### config.mk
export PLATFORM = sky130hd
export DESIGN_NAME = id_ctrl
export DESIGN_NICKNAME = d
export VERILOG_FILES = /design/src/rtl/id_ctrl.sv
export SDC_FILE = /design/constraint.sdc
export NUM_CORES = 1
export LEC_CHECK = 0
export ABC_AREA = 1
export CORE_UTILIZATION = 33
export DETAILED_ROUTE_END_ITERATION = 10
export PLACE_DENSITY_LB_ADDON = 0.08
export SETUP_SLACK_MARGIN = 0.5
export SLEW_MARGIN = 20
export SYNTH_ARGS = -nofsm -noshare
export SYNTH_HDL_FRONTEND = slang
export SYNTH_SLANG_ARGS = --single-unit
### constraint.sdc
create_clock -name clk -period 2.01 [get_ports clk]
set_clock_uncertainty 0.15 [all_clocks]
set_input_delay 0.402 -clock clk [delete_from_list [all_inputs] [get_ports clk]]
set_output_delay 0.402 -clock clk [all_outputs]
set_load 0.02 [all_outputs]
### src/rtl/id_ctrl.sv
// ----------------------------------------------------------------------------
// id_ctrl : decode-stage controller for a short in-order pipeline.
//
// Holds one instruction from fetch, decodes its source-register usage and
// immediate format, and issues it to execute. A load in execute whose
// destination feeds a used source of the held instruction inserts exactly
// one bubble cycle (STALL). A flush drops the held instruction and anything
// offered by fetch in the same cycle.
//
// Ports
//   clk        : single clock, all state changes on the rising edge
//   rst        : synchronous active-high reset
//   if_valid   : fetch offers if_ir
//   if_ir      : offered instruction word
//   id_ready   : decode accepts if_ir this cycle
//   ex_valid   : held instruction is issued to execute this cycle
//   ex_ready   : execute accepts the issued instruction
//   ex_rd      : destination register of the instruction in execute
//   ex_is_load : instruction in execute is a load
//   flush      : discard the held instruction (branch redirect)
//   id_ir      : held instruction word
//   imm_sel    : immediate format of id_ir (0 none, 1 I, 2 S, 3 U)
//   illegal    : held opcode is not one this pipeline implements
//   stall_cnt  : saturating count of load-use bubble cycles
// ----------------------------------------------------------------------------
module id_ctrl #(
  parameter int CNT_W = 16
) (
  input  logic             clk,
  input  logic             rst,
  input  logic             if_valid,
  input  logic [31:0]      if_ir,
  output logic             id_ready,
  output logic             ex_valid,
  input  logic             ex_ready,
  input  logic [4:0]       ex_rd,
  input  logic             ex_is_load,
  input  logic             flush,
  output logic [31:0]      id_ir,
  output logic [1:0]       imm_sel,
  output logic             illegal,
  output logic [CNT_W-1:0] stall_cnt
);

  typedef enum logic [1:0] {
    EMPTY = 2'd0,
    HOLD  = 2'd1,
    STALL = 2'd2
  } state_t;

  localparam logic [6:0] OP_IMM  = 7'b0010011;
  localparam logic [6:0] OP_LOAD = 7'b0000011;
  localparam logic [6:0] OP_STORE = 7'b0100011;
  localparam logic [6:0] OP_LUI  = 7'b0110111;
  localparam logic [6:0] OP_REG  = 7'b0110011;

  state_t     state;
  logic [6:0] opcode;
  logic [4:0] rs1;
  logic [4:0] rs2;
  logic       rs1_used;
  logic       rs2_used;
  logic       hazard;

  assign opcode = id_ir[6:0];
  assign rs1    = id_ir[19:15];
  assign rs2    = id_ir[24:20];

  // Source usage and immediate format straight from the held opcode.
  // Unknown opcodes read no registers, so they can never cause a stall.
  always_comb begin
    rs1_used = 1'b0;
    rs2_used = 1'b0;
    imm_sel  = 2'd0;
    illegal  = 1'b0;
    case (opcode)
      OP_IMM, OP_LOAD: begin
        rs1_used = 1'b1;
        imm_sel  = 2'd1;
      end
      OP_STORE: begin
        rs1_used = 1'b1;
        rs2_used = 1'b1;
        imm_sel  = 2'd2;
      end
      OP_LUI: begin
        imm_sel  = 2'd3;
      end
      OP_REG: begin
        rs1_used = 1'b1;
        rs2_used = 1'b1;
      end
      default: begin
        illegal  = 1'b1;
      end
    endcase
  end

  // x0 is never written, so a load targeting it cannot create a dependency.
  assign hazard = ex_is_load && (ex_rd != 5'd0) &&
                  ((rs1_used && (rs1 == ex_rd)) || (rs2_used && (rs2 == ex_rd)));

  // Handshakes. ex_valid is also masked by rst so that an instruction caught
  // in HOLD when reset arrives is never seen by execute.
  always_comb begin
    id_ready = 1'b0;
    ex_valid = 1'b0;
    case (state)
      EMPTY: id_ready = 1'b1;
      HOLD: begin
        id_ready = ex_ready && !hazard && !flush;
        ex_valid = !hazard && !flush && !rst;
      end
      default: begin
        id_ready = 1'b0;
        ex_valid = 1'b0;
      end
    endcase
  end

  // State, held instruction and bubble counter. HOLD with ex_ready and a new
  // offer reloads id_ir in place so a stream issues with no bubbles. The
  // counter keeps its value across flushes; only reset clears it.
  always_ff @(posedge clk) begin
    if (rst) begin
      state     <= EMPTY;
      id_ir     <= '0;
      stall_cnt <= '0;
    end else begin
      if ((state == STALL) && (stall_cnt != {CNT_W{1'b1}})) begin
        stall_cnt <= stall_cnt + CNT_W'(1);
      end
      case (state)
        EMPTY: begin
          if (if_valid && !flush) begin
            id_ir <= if_ir;
            state <= HOLD;
          end
        end
        HOLD: begin
          if (flush) begin
            state <= EMPTY;
          end else if (hazard) begin
            state <= STALL;
          end else if (ex_ready && if_valid) begin
            id_ir <= if_ir;
          end else if (ex_ready) begin
            state <= EMPTY;
          end
        end
        STALL: begin
          state <= flush ? EMPTY : HOLD;
        end
        default: begin
          state <= EMPTY;
        end
      endcase
    end
  end

endmodule

==> summary.txt <==
Pwr
  – Net Switching: 0.7604 mW
  – Combinational fraction of design power: 0.320
  – Sequential Power Share: 0.436
  – P_int: 1.750 mW
  – Max IR drop VDD: 0.2949 mV
  – Clock power frac: 0.244
  – PwrDens: 447.5 nW/um^2
  – Sw Ratio: 0.3030
  – Leak: 2.558 nW
  – Power, Total: 2.510 mW

Critical path
  – Crit path kind: register to output pin
  – Worst Setup Start Kind: register
  – R2R Setup Slk: 0.02 ns
  – CP arrival: 1.52 ns
  – CP startpoint: id_ir[2]$_SDFFE_PP0P_
  – R2r startpoint: id_ir[2]$_SDFFE_PP0P_
  – Setup crit end kind: output pin
  – Required time of the critical path: 1.46 ns
  – Crit Path Max Fanout: 3

Floorplanning
  – Row count: 33
  – Die area: 9024 um^2
  – Die H: 95.00 um
  – I/O pin cnt: 96
  – Core footprint: 8299 um^2
  – Die X: 95.00 um
  – Initial core utilization: 0.3439

Logic synthesis
  – Synth area leader: dfxtp_1
  – Synthesized area: 2854 um^2
  – Mean post-synth cell area: 6.668 um^2
  – Yosys cell types: 28
  – Most common cell in the netlist: nand2_1
  – Syn_nets: 472
  – Syn Inst Count: 428
  – Post-synth ARST share: 0
  – Register area share after synthesis: 0.3507
  – Synth Flop Type: dfxtp_1
  – Top-area cell type share of the netlist area: 0.3507
  – Yosys reg bits: 50
  – Largest cells by area after synthesis: dfxtp_1, nand2_1, nor2_1
  – Syn. warnings: 0
  – Commonest cells post-synth: nand2_1, nor2_1, inv_1, dfxtp_1, a21oi_1
  – Post-synth EDFFs: 0

Outcome
  – Violated checks: setup timing
  – Status: complete, but fails checks

Global route
  – Gr usage total: 0.2224
  – Pin count of the biggest net entering global routing: 18
  – Grt total ovfl: 0
  – Vias in the first global route: 3229
  – Initial antenna violation count: 0
  – First-pass GRT wire length: 15.55 mm

STA
  – Rel. slew slack: 0.7834
  – Max Fclk: 482.6 MHz
  – Slew Limit Fails: 0
  – Slew @ Worst Pin: 0.3224 ns
  – Unrepaired setup endpoints after global routing: true
  – # setup viols final: 3
  – Period minus WS final: 2.072 ns
  – PnR worst setup slack: -0.06226 ns
  – Hold Fails Final Rpt: 0
  – Final period utilization: 1.031

Routing
  – DR vias/cell: 4.775
  – DR pass1 iterations: 4
  – Drt wl/cell: 14.19 um
  – Vias: 3357
  – Iteration-0 DRC Markers: 78
  – Routed Antenna Nets: 0
  – Drt total wl: 9.976 mm
  – DRC Markers: 0

Layout
  – Antenna Diode Count: 0
  – Nets@finish: 641
  – Core Util, Final: 0.6759
  – Share of cells above drive strength 1: 0.5552
  – Finished Cell Area: 5609 um^2
  – Area grow syn2layout: 96.54%
  – Layout filler cell count: 669

Hold path
  – Hold_sp: id_ir[12]$_SDFFE_PP0P_
  – Hold Path Class: register to register

Placed design
  – GP Congestion: 0.8382
  – Hpwl dp: 5.726 mm
  – Area after DPL: 4462 um^2
  – Number of buffers added on ports: 95
  – Post-Place Setup Slack: -1.018 ns

Clock tree
  – H-tree depth: 2
  – Hold buffers post-CTS: 0
  – CTS Root Cell: clkbuf_8
  – Clock latency on the worst-skew pair: 0.30 ns
  – CTS tree: built
  – Clock Path Buffers: 2
  – Clock slew at reported path FFs: 0.09 ns
  – Clk sinks: 50
  – Cts bufs inserted: 5

Job
  – Max Cap Violations: 0
final timing paths:
kind | endpoint | cells past startpoint
max | id_ready | 7
max reg2reg | id_ir[24]$_SDFFE_PP0P_ | 10
min reg2reg | id_ir[12]$_SDFFE_PP0P_ | 2
min | id_ir[12]$_SDFFE_PP0P_ | 2
cell families (layout without fill, tap and decap cells):
kind of cell / count (synthesis) / in the layout / share of synthesized area
and+or+nand+nor: 231 / 233 / 0.3788
buffers and inverters: 81 / 249 / 0.1333
AOI/OAI and AO/OA: 53 / 53 / 0.09601
DFF: 50 / 50 / 0.3507
xor gates and xnor gates: 12 / 12 / 0.03683
adders and majority gates: 1 / 1 / 0.004383
what timing repair did:
action	in CTS	in global routing
setup buffers	18	9
pin swaps	41	37
gates cloned	16	0
setup endpoints to repair	103	81
gates resized for setup	328	90
routing by layer:
metal / up-vias / share of wire / track usage
li1: 1703 / - / -
met1: 1566 / 0.44 / 0.2809
met2: 80 / 0.50 / 0.3963
met3: 8 / 0.041 / 0.03382
met4: 0 / 0.010 / 0.04798
met5: - / 0 / 0
critical path, cell delays in order, from the launching register on:
cell and delay [ns]:
dfxtp_4 0.37, nor3_4 0.23, nand3_2 0.11, nor2_4 0.15
a21oi_4 0.09, nand3_2 0.08, nand2_2 0.05, buf_6 0.13
layout make-up:
| class | count | area (um^2) | share of cell area |
|---|---|---|---|
| well taps | 105 | 131.4 | 0.02342 |
| clock buffers | 7 | 86.33 | 0.01539 |
| multi-input cells | 299 | 2091 | 0.3727 |
| repair buffers | 179 | 1927 | 0.3435 |
| repair inverters | 1 | 16.27 | 0.002900 |
| inverters | 61 | 275.3 | 0.04907 |
| flip-flops and latches | 50 | 1077 | 0.1921 |
| clock inverters | 1 | 5.005 | 0.0008923 |
layout by cell type, fill, tap and decap left out, types with 6 or more instances in the layout:
cell type,netlist,layout
inv_1,54,47
inv_2,6,7
buf_2,7,33
dfxtp_2,0,19
nand3_1,28,15
buf_16,0,11
buf_12,0,11
clkdlybuf4s50_1,0,33
nor2_4,0,9
clkdlybuf4s15_2,0,7
nor2_1,65,55
dfxtp_1,50,17
nand3_2,22,31
buf_6,8,32
dfxtp_4,0,14
nand2_1,102,74
clkbuf_8,0,6
nand2_2,2,18
buf_4,2,46
a21oi_2,1,43
nand2_4,0,11
registers in the layout, indices dropped and copies added, names as in the netlist:
register and flops:
id_ir 32, stall_cnt 16, state 2
power by group through the flow:
stage,Sequential [mW],Combinational [mW],Clock (mW)
3_3_place_gp,1.12,0.702,0
4_1_cts,1.10,0.791,0.634
2_1_floorplan,1.20,0.274,0
6_report,1.10,0.802,0.612
3_5_place_dp,1.12,0.711,0
5_1_grt,1.10,0.865,0.674
per-stage QoR:
stage,cells,TNS [ns],hold slack [ns]
floorplan,428,0,0.3137
global placement,652,-14.28,0.3217
detailed placement,652,-15.45,0.3333
CTS,694,-0.05136,0.3387
global route,703,-1.655,0.3606
finish,703,-0.1231,0.3421
Power figures use the tool's default switching activity.
